<file path="config.mk">
export PLATFORM = sky130hd
export DESIGN_NAME = mult_div_seq
export DESIGN_NICKNAME = d
export VERILOG_FILES = /design/src/rtl/mult_div_pkg.sv /design/src/rtl/cond_negate.sv /design/src/rtl/mult_div_seq.sv
export SDC_FILE = /design/constraint.sdc
export NUM_CORES = 1
export LEC_CHECK = 0
export ABC_AREA = 1
export BUFFER_PORTS_ARGS = -buffer_cell sky130_fd_sc_hd__buf_2
export CAP_MARGIN = 40
export CELL_PAD_IN_SITES_DETAIL_PLACEMENT = 0
export CELL_PAD_IN_SITES_GLOBAL_PLACEMENT = 1
export CORE_UTILIZATION = 43
export CTS_BUF_LIST = sky130_fd_sc_hd__clkbuf_2
export DETAILED_ROUTE_END_ITERATION = 16
export GPL_ROUTABILITY_DRIVEN = 0
export MAX_ROUTING_LAYER = met4
export PLACE_DENSITY_LB_ADDON = 0.3
export SLEW_MARGIN = 20
export SYNTH_ARGS = -nofsm -noshare
export SYNTH_HDL_FRONTEND = slang
export SYNTH_SLANG_ARGS = --single-unit
</file>
<file path="constraint.sdc">
create_clock -name clock -period 3.4 [get_ports clock]
set_clock_uncertainty 0.2 [all_clocks]
set_input_delay 0.85 -clock clock [delete_from_list [all_inputs] [get_ports clock]]
set_output_delay 0.85 -clock clock [all_outputs]
set_load 0.02 [all_outputs]
</file>
<file path="src/rtl/mult_div_pkg.sv">
// Shared encodings for the iterative multiply/divide unit and its issuer.
// Latency: n/a (constants only).
// Backpressure: n/a.
package mult_div_pkg;

    // Sequencer states
    localparam logic [1:0] ST_IDLE = 2'd0;
    localparam logic [1:0] ST_RUN  = 2'd1;
    localparam logic [1:0] ST_FIX  = 2'd2;

    // Operation select carried on the op input
    localparam logic OP_MULT = 1'b0;
    localparam logic OP_DIV  = 1'b1;

endpackage

</file>
<file path="src/rtl/cond_negate.sv">
// Two's-complement negate-if: o_y = i_neg ? -i_x : i_x.
// Latency: combinational.
// Backpressure: none.
module cond_negate #(
    parameter int WIDTH = 32
) (
    input  logic [WIDTH-1:0] i_x,
    input  logic             i_neg,
    output logic [WIDTH-1:0] o_y
);

    assign o_y = i_neg ? (~i_x + WIDTH'(1)) : i_x;

endmodule

</file>
<file path="src/rtl/mult_div_seq.sv">
// Iterative shift-add multiplier / restoring divider, signed or unsigned, HI/LO results.
// Latency: WIDTH+1 edges from accepted start to done; divide-by-zero answers after 1 edge.
// Backpressure: start is ignored while busy; no queuing, caller waits for done.
module mult_div_seq
    import mult_div_pkg::*;
#(
    parameter int WIDTH = 32,
    parameter int CNT_W = $clog2(WIDTH + 1)
) (
    input  logic             clock,
    input  logic             RESET_in,
    input  logic             start,
    input  logic             op,
    input  logic             sgn,
    input  logic [WIDTH-1:0] a,
    input  logic [WIDTH-1:0] b,
    output logic             busy,
    output logic             done,
    output logic             Div0,
    output logic [WIDTH-1:0] hi,
    output logic [WIDTH-1:0] lo
);

    // Sequencer state
    logic [1:0]         r_state;
    logic [CNT_W-1:0]   r_cnt;
    logic               r_op;
    logic               r_neg_q;    // negate product / quotient at FIX
    logic               r_neg_r;    // negate remainder at FIX
    // Accumulator: multiply = {partial product, multiplier}; divide = {remainder, quotient}
    logic [2*WIDTH-1:0] r_acc;
    // Multiplicand magnitude (multiply) or divisor magnitude (divide)
    logic [WIDTH-1:0]   r_opd;

    // Registered outputs
    logic               r_busy;
    logic               r_done;
    logic               r_div0;
    logic [WIDTH-1:0]   r_hi;
    logic [WIDTH-1:0]   r_lo;

    // Operand magnitudes and sign-fixed results
    logic [WIDTH-1:0]   w_abs_a;
    logic [WIDTH-1:0]   w_abs_b;
    logic [2*WIDTH-1:0] w_prod_fix;
    logic [WIDTH-1:0]   w_quo_fix;
    logic [WIDTH-1:0]   w_rem_fix;

    // One-iteration datapath
    logic [WIDTH:0]     w_mul_sum;
    logic [2*WIDTH-1:0] w_mul_next;
    logic [WIDTH:0]     w_div_shift;
    logic [WIDTH:0]     w_div_diff;
    logic               w_div_ge;
    logic [2*WIDTH-1:0] w_div_next;

    cond_negate #(.WIDTH(WIDTH)) u_abs_a (
        .i_x   (a),
        .i_neg (sgn & a[WIDTH-1]),
        .o_y   (w_abs_a)
    );

    cond_negate #(.WIDTH(WIDTH)) u_abs_b (
        .i_x   (b),
        .i_neg (sgn & b[WIDTH-1]),
        .o_y   (w_abs_b)
    );

    // Product is negated as a full 2*WIDTH value so the borrow crosses into HI
    cond_negate #(.WIDTH(2*WIDTH)) u_fix_prod (
        .i_x   (r_acc),
        .i_neg (r_neg_q),
        .o_y   (w_prod_fix)
    );

    cond_negate #(.WIDTH(WIDTH)) u_fix_quo (
        .i_x   (r_acc[WIDTH-1:0]),
        .i_neg (r_neg_q),
        .o_y   (w_quo_fix)
    );

    cond_negate #(.WIDTH(WIDTH)) u_fix_rem (
        .i_x   (r_acc[2*WIDTH-1:WIDTH]),
        .i_neg (r_neg_r),
        .o_y   (w_rem_fix)
    );

    // Next accumulator value for one multiply step and one divide step
    always_comb begin
        // Multiply: add multiplicand to the upper half when the current multiplier LSB is set, then shift right
        w_mul_sum  = {1'b0, r_acc[2*WIDTH-1:WIDTH]}
                   + (r_acc[0] ? {1'b0, r_opd} : {(WIDTH+1){1'b0}});
        w_mul_next = {w_mul_sum, r_acc[WIDTH-1:1]};

        // Divide: shift the next dividend bit into the remainder, keep the difference if it did not go negative.
        // The remainder is always below the divisor, so the shifted value stays below 2*divisor and
        // bit WIDTH of the difference is a reliable borrow.
        w_div_shift = {r_acc[2*WIDTH-1:WIDTH], r_acc[WIDTH-1]};
        w_div_diff  = w_div_shift - {1'b0, r_opd};
        w_div_ge    = ~w_div_diff[WIDTH];
        w_div_next  = w_div_ge ? {w_div_diff[WIDTH-1:0],  r_acc[WIDTH-2:0], 1'b1}
                               : {w_div_shift[WIDTH-1:0], r_acc[WIDTH-2:0], 1'b0};
    end

    // Sequencer FSM, iteration datapath and registered outputs
    always_ff @(posedge clock) begin
        if (RESET_in) begin
            r_state <= ST_IDLE;
            r_cnt   <= '0;
            r_op    <= OP_MULT;
            r_neg_q <= 1'b0;
            r_neg_r <= 1'b0;
            r_acc   <= '0;
            r_opd   <= '0;
            r_busy  <= 1'b0;
            r_done  <= 1'b0;
            r_div0  <= 1'b0;
            r_hi    <= '0;
            r_lo    <= '0;
        end else begin
            r_done <= 1'b0;
            r_div0 <= 1'b0;
            case (r_state)
                ST_IDLE: begin
                    if (start) begin
                        if (op == OP_DIV && b == '0) begin
                            // Answer immediately; HI/LO keep the previous result
                            r_done <= 1'b1;
                            r_div0 <= 1'b1;
                        end else begin
                            r_op    <= op;
                            r_neg_q <= sgn & (a[WIDTH-1] ^ b[WIDTH-1]);
                            r_neg_r <= sgn & a[WIDTH-1];
                            r_cnt   <= '0;
                            r_busy  <= 1'b1;
                            r_state <= ST_RUN;
                            if (op == OP_MULT) begin
                                r_acc <= {{WIDTH{1'b0}}, w_abs_b};
                                r_opd <= w_abs_a;
                            end else begin
                                r_acc <= {{WIDTH{1'b0}}, w_abs_a};
                                r_opd <= w_abs_b;
                            end
                        end
                    end
                end
                ST_RUN: begin
                    r_acc <= (r_op == OP_MULT) ? w_mul_next : w_div_next;
                    r_cnt <= r_cnt + CNT_W'(1);
                    if (r_cnt == CNT_W'(WIDTH - 1)) begin
                        r_state <= ST_FIX;
                    end
                end
                ST_FIX: begin
                    if (r_op == OP_MULT) begin
                        r_hi <= w_prod_fix[2*WIDTH-1:WIDTH];
                        r_lo <= w_prod_fix[WIDTH-1:0];
                    end else begin
                        r_hi <= w_rem_fix;
                        r_lo <= w_quo_fix;
                    end
                    r_done  <= 1'b1;
                    r_busy  <= 1'b0;
                    r_state <= ST_IDLE;
                end
                default: begin
                    r_state <= ST_IDLE;
                    r_busy  <= 1'b0;
                end
            endcase
        end
    end

    assign busy = r_busy;
    assign done = r_done;
    assign Div0 = r_div0;
    assign hi   = r_hi;
    assign lo   = r_lo;

endmodule

</file>
==> results of run 1 <==
[synthesized netlist by cell type (42+ instances only)]
| cell | count |
|---|---|
| nand2_1 | 858 |
| inv_1 | 424 |
| nor2_1 | 349 |
| nand3_1 | 251 |
| a21oi_1 | 243 |
| o21ai_0 | 232 |
| dfxtp_1 | 174 |
| xor2_1 | 92 |
| clkbuf_1 | 73 |
| ha_1 | 69 |
| nor3_1 | 43 |
| nand4_1 | 42 |
[final timing paths]
kind	depth (start not counted)	startpoint	slack, ns	endpoint
max	19	r_acc[31]$_SDFFE_PP0P_	0.20	r_acc[37]$_SDFFE_PP0P_
min	3	start	0.04	Div0$_SDFF_PP0_
max reg2reg	19	r_acc[31]$_SDFFE_PP0P_	0.20	r_acc[37]$_SDFFE_PP0P_
min reg2reg	2	r_cnt[3]$_SDFFE_PP0P_	0.29	r_cnt[3]$_SDFFE_PP0P_
[through the flow]
step | area [um2] | std cells
CTS | 19100 | 3744
floorplan | 17300 | 3076
global route | 19100 | 3746
global placement | 18800 | 3711
detailed placement | 18800 | 3711
finish | 19100 | 3746
[critical path: stages (launching register included)]
cell     delay, ns
dfxtp_2       0.49
inv_1         0.09
ha_1          0.23
fa_1          0.41
inv_1         0.08
nand2_1       0.05
nand2_1       0.10
nand3_1       0.09
nand2_2       0.15
nand2_1       0.09
nand2_2       0.12
nand2_2       0.08
nand2_1       0.08
nand2_1       0.09
nand2_4       0.17
buf_4         0.18
nand2_1       0.07
nand3_1       0.10
nand3_1       0.09
a21oi_1       0.16
[where the power goes]
group / total, mW / switching (mW) / leakage [nW] / internal [mW]
Sequential: 2.36 / 0.166 / 1.42 / 2.19
Combinational: 3.50 / 2.41 / 8.07 / 1.09
Clock: 1.25 / 0.983 / 0.154 / 0.266
[cells by family after synthesis]
logic type / synth area share (%)
AOI/OAI and AO/OA: 18.0
and+or+nand+nor: 38.7
xor gates and xnor gates: 5.27
adders and majority gates: 5.22
buffers and inverters: 12.7
DFF: 20.1
[routing by layer]
metal	GRT usage [%]	vias up	wire [um]
met5	-	-	0
met4	14.6	0	2930
met3	4.82	160	5950
met2	52.2	1000	30400
met1	45.9	9476	30400
li1	-	10200	-
[placed cells by master (no fill, tap or decap), drive strengths merged, types with 4 or more instances in the layout]
cell    instances
nand2         867
inv           441
nor2          353
nand3         254
a21oi         243
o21ai         241
buf           226
dfxtp         174
xor2           92
ha             69
nor3           43
nand4          43
o211ai         28
a31oi          18
clkbuf         17
nand3b         16
nor4           12
xnor2          12
o21bai         10
or2             9
clkinv          8
o221ai          6
a211oi          6
a22oi           4
o21a            4
a21o            4
[area by class of cell]
cell class	instances	area [um2]	area share, %
multi-input cells	2351	11600	60.8
well taps	525	657	3.43
clock inverters	15	185	0.968
diodes	2	5.00	0.0262
repair buffers	227	1440	7.54
flip-flops and latches	174	3490	18.2
clock buffers	17	85.1	0.445
inverters	435	1640	8.54
[state kept, by name, summed over array words and instances, names as in the netlist, 2 cells and up]
register / count
r_acc: 64
hi: 32
r_cnt: 6
r_opd: 32
r_state: 2
lo: 32
[what timing repair did]
action,4_1_cts,5_1_grt
endpoints found under the setup margin,0,31
gates resized for setup,0,3
hold buffers,1,0
endpoints found under the hold margin,6,0
==> reports/results.ini, run 1 <==
[outcome]
status=finished, final reports clean

[worst_setup_path]
path_max_fanout=8
crit_path_start_kind=flip-flop
arrival_ns=3.85
crit_type=flip-flop to flip-flop
critPathCaptureType=flip-flop
required_ns=4.06

[synth]
synthCells=3076
ys_types=50
syn-cell-area_um2=17300
synth_area_leaders=dfxtp_1, nand2_1, inv_1
synth_top_area_cell=dfxtp_1
ys_warn_count=0
ys_async_sr_fraction_pct=0
synth_area_per_cell_um2=5.62
ys_seq_area_share_pct=20.1
synth_seq_cells=174
synth_fp_nets=3216
synth_top_flop_cell=dfxtp_1
netlist.area_leader.share_pct=20.1
synth_edf_count=0

[die]
start_util_pct=43.5
num_rows=73
dieArea_um2=41000
ios=136
die_x_um=203
dieHeight_um=203
core_um2=39700

[route]
wirelength_um=69700
drtIter0Drc=2442
vias=20800
drc=0
first_pass_iters=8
antenna_left=0
viasPerCell=5.56
wire_per_inst_um=18.6

[power]
vdd_drop_max_mv=0.220
total_power_mw=7.11
p_leak_nw=9.64
powerDensity_nw_per_um2=371

[sta]
worstMarginPinSlew_ns=0.749
whs_ns=0.0375
setup_viol=0
min_period_over_period_pct=94.1
clock.fmax_mhz=313
slew_violations=0
fin_ws_ns=0.202
period_minus_slack_ns=3.20
finalHoldViolCount=0
rsz0062_at_grt=no
setup_tns_ns=0
relSlewSlack_pct=49.6

[min_path]
hold_path_class=primary input to flip-flop

[cts]
cts_tree=done
postCtsSetupBuffers=0
htreeDepth=4
clk_pin_slew_ns=0.33
cts-root-buf=clkbuf_2
clockBufferDepth=2
cts_made_buffers=17
cts_sinks=174
clk_latency_ns=0.96

[flow_run]
cap_viol_max_count=0

[placed_design]
pre_cts_ws_ns=0.124
dp_hpwl_um=56100
port-buffer-count=135

[global_routing]
grt_antenna_before_repair=2
grt_usage_pct=34.5
overflow=0
grt_max_degree=97
grt_pass1_wl_um=107000
grt_pass1_vias=19100

[layout]
area_delta_synth_final_pct=10.6
layout-drive-gt1-share_pct=9.54
fin_util_pct=48.2
n_fill_cell=4376
nets=3346

No activity file was read; power rests on OpenSTA's default activity.
==> run 2: changes to the inputs <==
- CORE_UTILIZATION: 43 -> 47
- REMOVE_ABC_BUFFERS: unset -> 1
- clock period: 3.4 -> 3.8 ns (I/O delays scaled with it)
==> run 2 against run 1 <==
- global-route usage is 1.1 points higher
- register-to-register slack better by 0.25 ns
- critical path depth is 1 lower
- sequential share of layout area is 0.32 points higher
- flip-flop and latch count stayed put
- via count is 0.59% lower
- worst setup slack better by 0.25 ns
- critical path type unchanged
==> reports/results.ini, run 2 (synthesis results as in run 1) <==
[outcome]
status=finished, final reports clean  ; unchanged

[die]
dieHeight_um=194  ; was 203 um
dieArea_um2=37600  ; was 41000 um2
core_um2=35900  ; was 39700 um2
num_rows=69  ; was 73
start_util_pct=48.2  ; was 43.5%
die_x_um=194  ; was 203 um
ios=136  ; unchanged

[worst_setup_path]
crit_type=flip-flop to flip-flop  ; unchanged
r2r_slack_ns=0.46  ; was 0.20 ns
required_ns=4.46  ; was 4.06 ns
arrival_ns=4.00  ; was 3.85 ns
reg2reg_depth=18  ; was 19
critPathCaptureType=flip-flop  ; unchanged
path_max_fanout=5  ; was 8
crit_path_start_kind=flip-flop  ; unchanged

[route]
drtIter0Drc=2236  ; was 2442
antenna_left=0  ; unchanged
drc=0  ; unchanged
viasPerCell=5.68  ; was 5.56
vias=20700  ; was 20800
wire_per_inst_um=18.2  ; was 18.6 um
first_pass_iters=6  ; was 8
wirelength_um=66300  ; was 69700 um

[cts]
htreeDepth=4  ; unchanged
postCtsHoldBufs=0  ; was 1
cts_sinks=174  ; unchanged
ctsResizeCount=0  ; unchanged
cts_tree=done  ; unchanged
clk_pin_slew_ns=0.36  ; was 0.33 ns
cts-root-buf=clkbuf_2  ; unchanged
postCtsSetupBuffers=0  ; unchanged
cts_made_buffers=17  ; unchanged
clk_latency_ns=0.93  ; was 0.96 ns
clockBufferDepth=2  ; unchanged

[flow_run]
cap_viol_max_count=0  ; unchanged

[layout]
final_common_cell=nand2_1  ; unchanged
final_cell_mix=nand2_1, inv_1, nor2_1, nand3_1, a21oi_1  ; unchanged
regMostFlops=r_acc  ; unchanged
nets=3312  ; was 3346
layout-drive-gt1-share_pct=8.57  ; was 9.54%
largest_reg_flops=64  ; unchanged
area_delta_synth_final_pct=8.70  ; was 10.6%
layout.cells.non_filler=3647  ; was 3746
n_fill_cell=3804  ; was 4376

[min_path]
hold_path_class=primary input to flip-flop  ; unchanged
hold_path_depth=3  ; unchanged

[global_routing]
grt_max_degree=126  ; was 97
grt-busiest-layer=met2  ; unchanged
grt_pass1_wl_um=103000  ; was 107000 um
use_met3_pct=5.91  ; was 4.82%
grt_antenna_before_repair=1  ; was 2
overflow=0  ; unchanged
grt_use_met1_pct=45.5  ; was 45.9%
grt_usage_pct=35.7  ; was 34.5%
use_met2_pct=55.0  ; was 52.2%
grt_pass1_vias=19000  ; was 19100

[placed_design]
dp_hpwl_um=52300  ; was 56100 um
port-buffer-count=135  ; unchanged
dp.cells=3613  ; was 3711

[power]
p_leak_nw=9.47  ; was 9.64 nW
vdd_drop_max_mv=0.281  ; was 0.220 mV
total_power_mw=6.23  ; was 7.11 mW
powerDensity_nw_per_um2=331  ; was 371 nW/um2

[sta]
period_minus_slack_ns=3.34  ; was 3.20 ns
relSlewSlack_pct=45.2  ; was 49.6%
rsz0062_at_grt=no  ; unchanged
setup_viol=0  ; unchanged
clock.fmax_mhz=299  ; was 313 MHz
min_period_over_period_pct=88.0  ; was 94.1%
slew_violations=0  ; unchanged
finalHoldViolCount=0  ; unchanged
worstMarginPinSlew_ns=0.821  ; was 0.749 ns

run 2: cell count changes in the layout (fill, tap and decap cells not counted), sizes merged:
| cell | change |
|---|---|
| buf | -33 |
| clkinv | +1 |
| diode | -1 |
| dlygate4sd3 | -1 |
| inv | -1 |
run 2: worst paths after layout:
path / startpoint / endpoint
max reg2reg: r_acc[0]$_SDFFE_PP0P_ / r_acc[61]$_SDFFE_PP0P_
max: r_acc[0]$_SDFFE_PP0P_ / r_acc[61]$_SDFFE_PP0P_
min reg2reg: r_cnt[4]$_SDFFE_PP0P_ / r_cnt[4]$_SDFFE_PP0P_
min: b[0] / r_opd[0]$_SDFFE_PP0P_
run 2: report_power, final:
part           leakage (nW)  switching [mW]  total, mW  internal (mW)
Combinational          7.89            2.04       2.95          0.917
Sequential             1.42           0.170       2.13           1.96
Clock                 0.161           0.895       1.15          0.251
run 2: critical path, cell delays in order, from the launching register on:
cell	delay, ns
dfxtp_1	0.59
nand2_1	0.09
inv_1	0.06
ha_1	0.29
inv_1	0.13
fa_1	0.43
o21ai_1	0.37
nand2_1	0.09
nand2_1	0.14
nand3_1	0.12
nand2_1	0.15
nand2_1	0.10
nand2_1	0.07
nand2_1	0.05
nand3_1	0.08
nand2_1	0.07
inv_1	0.08
nand2_1	0.05
a21oi_1	0.11
run 2: per-stage QoR:
stage               worst slack, ns  utilization [%]  TNS (ns)  hold slack (ns)  area (um2)
global route                  0.308             52.4         0           0.0925       18800
floorplan                     -1.26                -    -87.42            0.249       16700
CTS                           0.547             52.3         0           0.0852       18800
finish                        0.456             52.4         0            0.117       18800
detailed placement            0.386             51.5         0            0.275       18500
global placement              0.475             51.4         0            0.259       18500
run 2: area by class of cell:
type	count	area, um2	area share, %
Multi-Input combinational cell	2351	11600	61.9
Inverter	435	1640	8.70
Antenna cell	1	2.50	0.0133
Clock buffer	17	85.1	0.453
Tap cell	461	577	3.07
Sequential cell	174	3480	18.5
Clock inverter	15	205	1.09
Timing Repair Buffer	193	1180	6.28
run 2: layer usage:
layer	up-vias	part of all wire (%)	wire length (um)
li1	10100	-	-
met1	9340	42	27900
met2	1064	44	28900
met3	183	9.5	6290
met4	0	4.8	3200
met5	-	0	0
==> run 3: changes to the inputs <==
- REMOVE_ABC_BUFFERS: 1 -> unset
==> run 3 against run 2 <==
- fmax rose by 4.8%
- clock power barely moved
- critical path depth rose by 1
- highest routed layer unchanged
==> reports/results.ini, run 3 (synthesis results as in run 1) <==
[global_routing]
grt_max_degree=86  ; was 126
grt_usage_pct=36.1  ; was 35.7%
grt_pass1_vias=18600  ; was 19000
grt_pass1_wl_um=104000  ; was 103000 um
overflow=0  ; unchanged
grt_antenna_before_repair=1  ; unchanged

[route]
wl_met3_um=6270  ; was 6290 um
vias=20800  ; was 20700
first_pass_iters=7  ; was 6
drc=0  ; unchanged
wire_per_inst_um=18.4  ; was 18.2 um
drtIter0Drc=2266  ; was 2236
wirelength_um=67000  ; was 66300 um
wl_met2_um=28500  ; was 28900 um
viasPerCell=5.70  ; was 5.68
m1WireLength_um=28800  ; was 27900 um
antenna_left=0  ; unchanged
highest_layer=met4  ; unchanged

[sta]
setup_viol=0  ; unchanged
finalHoldViolCount=0  ; unchanged
min_period_over_period_pct=83.9  ; was 88.0%
slew_violations=0  ; unchanged
clock.fmax_mhz=313  ; was 299 MHz
rsz0062_at_grt=no  ; unchanged
period_minus_slack_ns=3.19  ; was 3.34 ns
worstMarginPinSlew_ns=0.873  ; was 0.821 ns
relSlewSlack_pct=41.8  ; was 45.2%
setup_tns_ns=0  ; unchanged

[cts]
postCtsHoldBufs=0  ; unchanged
cts_made_buffers=17  ; unchanged
cts-root-buf=clkbuf_2  ; unchanged
cts_tree=done  ; unchanged
ctsResizeCount=0  ; unchanged
htreeDepth=4  ; unchanged
clockBufferDepth=2  ; unchanged
clk_pin_slew_ns=0.33  ; was 0.36 ns
postCtsSetupBuffers=0  ; unchanged
cts_sinks=174  ; unchanged
clk_latency_ns=0.86  ; was 0.93 ns

[min_path]
hold_start=start  ; was b[0]
hold_path_class=primary input to flip-flop  ; unchanged

[worst_setup_path]
crit_type=flip-flop to flip-flop  ; unchanged
r2r-start=r_acc[31]$_SDFFE_PP0P_  ; was r_acc[0]$_SDFFE_PP0P_
crit_path_start_kind=flip-flop  ; unchanged
required_ns=4.35  ; was 4.46 ns
arrival_ns=3.74  ; was 4.00 ns
path_buf_inv=3  ; unchanged
path_delay_family=simple AND/OR/NAND/NOR gates  ; unchanged
critPathCaptureType=flip-flop  ; unchanged
cp_cell_sequence=inv_1 -> ha_1 -> fa_1 -> inv_1 -> nand2_1 -> nand2_1 -> nand3_1 -> nand2_2 -> nand2_1 -> nand2_2 -> nand2_2 -> nand2_1 -> nand2_1 -> nand2_2 -> buf_12 -> nand2_1 -> nand3_1 -> nand3_1 -> a21oi_1  ; was nand2_1 -> inv_1 -> ha_1 -> inv_1 -> fa_1 -> o21ai_1 -> nand2_1 -> nand2_1 -> nand3_1 -> nand2_1 -> nand2_1 -> nand2_1 -> nand2_1 -> nand3_1 -> nand2_1 -> inv_1 -> nand2_1 -> a21oi_1
slowest_stage=dfxtp_1  ; unchanged
slowest_delay_ns=0.41  ; was 0.59 ns
path_max_fanout=21  ; was 5
crit_start=r_acc[31]$_SDFFE_PP0P_  ; was r_acc[0]$_SDFFE_PP0P_
cpMostUsedCell=nand2_1  ; unchanged

[die]
core_um2=35900  ; unchanged
start_util_pct=48.2  ; unchanged
num_rows=69  ; unchanged
dieArea_um2=37600  ; unchanged
dieHeight_um=194  ; unchanged
ios=136  ; unchanged
die_x_um=194  ; unchanged

[layout]
stdcell_area_um2=18800  ; about the same
area_delta_synth_final_pct=8.56  ; was 8.70%
regMostFlops=r_acc  ; unchanged
final_common_cell=nand2_1  ; unchanged
n_fill_cell=3815  ; was 3804
fin_util_pct=52.3  ; was 52.4%
largest_reg_flops=64  ; unchanged
final_cell_mix=nand2_1, inv_1, nor2_1, nand3_1, a21oi_1  ; unchanged
layout-drive-gt1-share_pct=8.54  ; was 8.57%
nets=3311  ; was 3312
layout.cells.non_filler=3646  ; was 3647

[placed_design]
dp.cells=3613  ; unchanged
dp_hpwl_um=53800  ; was 52300 um
port-buffer-count=135  ; unchanged
place_area_um2=18500  ; about the same

[flow_run]
cap_viol_max_count=0  ; unchanged

[power]
powerDensity_nw_per_um2=332  ; was 331 nW/um2
total_power_mw=6.24  ; was 6.23 mW
p_leak_nw=9.46  ; was 9.47 nW
vdd_drop_max_mv=0.212  ; was 0.281 mV

[outcome]
status=finished, final reports clean  ; unchanged

## run 3: cell types whose count changed in the layout (fill, tap and decap cells not counted)
cell / previous run / this run
clkinv_8: 7 / 3
inv_8: 3 / 6
buf_12: 4 / 6
buf_4: 53 / 51
clkinv_4: 0 / 2
buf_16: 1 / 0
clkinvlp_4: 1 / 0
## run 3: worst register-to-register path, stage by stage, from the launching register on
cell and delay (ns):
dfxtp_1 0.41, inv_1 0.10, ha_1 0.25, fa_1 0.41, inv_1 0.07, nand2_1 0.04
nand2_1 0.10, nand3_1 0.09, nand2_2 0.12, nand2_1 0.07, nand2_2 0.10, nand2_2 0.08
nand2_1 0.08, nand2_1 0.06, nand2_2 0.31, buf_12 0.21, nand2_1 0.08, nand3_1 0.09
nand3_1 0.08, a21oi_1 0.15
## run 3: routing by layer
metal,up-vias,track usage (%)
li1,10100,-
met1,9384,48.4
met2,1112,54.0
met3,174,4.56
met4,0,16.8
met5,-,-
## run 3: report_power, final
group | total (mW) | switching, mW | internal [mW]
Clock | 1.12 | 0.876 | 0.247
Sequential | 2.12 | 0.162 | 1.96
Combinational | 2.99 | 2.07 | 0.925
## run 3: worst paths after layout
| path | to | slack [ns] | cells past startpoint |
|---|---|---|---|
| worst max register to register | r_acc[45]$_SDFFE_PP0P_ | 0.61 | 19 |
| worst max-delay path | r_acc[45]$_SDFFE_PP0P_ | 0.61 | 19 |
| worst min register to register | r_cnt[4]$_SDFFE_PP0P_ | 0.29 | 2 |
| worst min-delay path | Div0$_SDFF_PP0_ | 0.20 | 3 |
## run 3: through the flow
step / worst slack [ns] / hold WS (ns)
6_report: 0.610 / 0.204
5_1_grt: 0.402 / 0.152
4_1_cts: 0.652 / 0.161
3_5_place_dp: 0.169 / 0.275
3_3_place_gp: 0.285 / 0.264
2_1_floorplan: 1.00 / 0.248
## run 3: layout make-up
class / instances / area, um2 / share of cell area [%]
sequential: 174 / 3480 / 18.6
antenna: 1 / 2.50 / 0.0133
multi-input combinational: 2351 / 11600 / 61.9
clock buffer: 17 / 85.1 / 0.453
inverter: 435 / 1640 / 8.71
clock inverter: 15 / 184 / 0.979
tap: 461 / 577 / 3.07
timing repair buffer: 192 / 1180 / 6.28
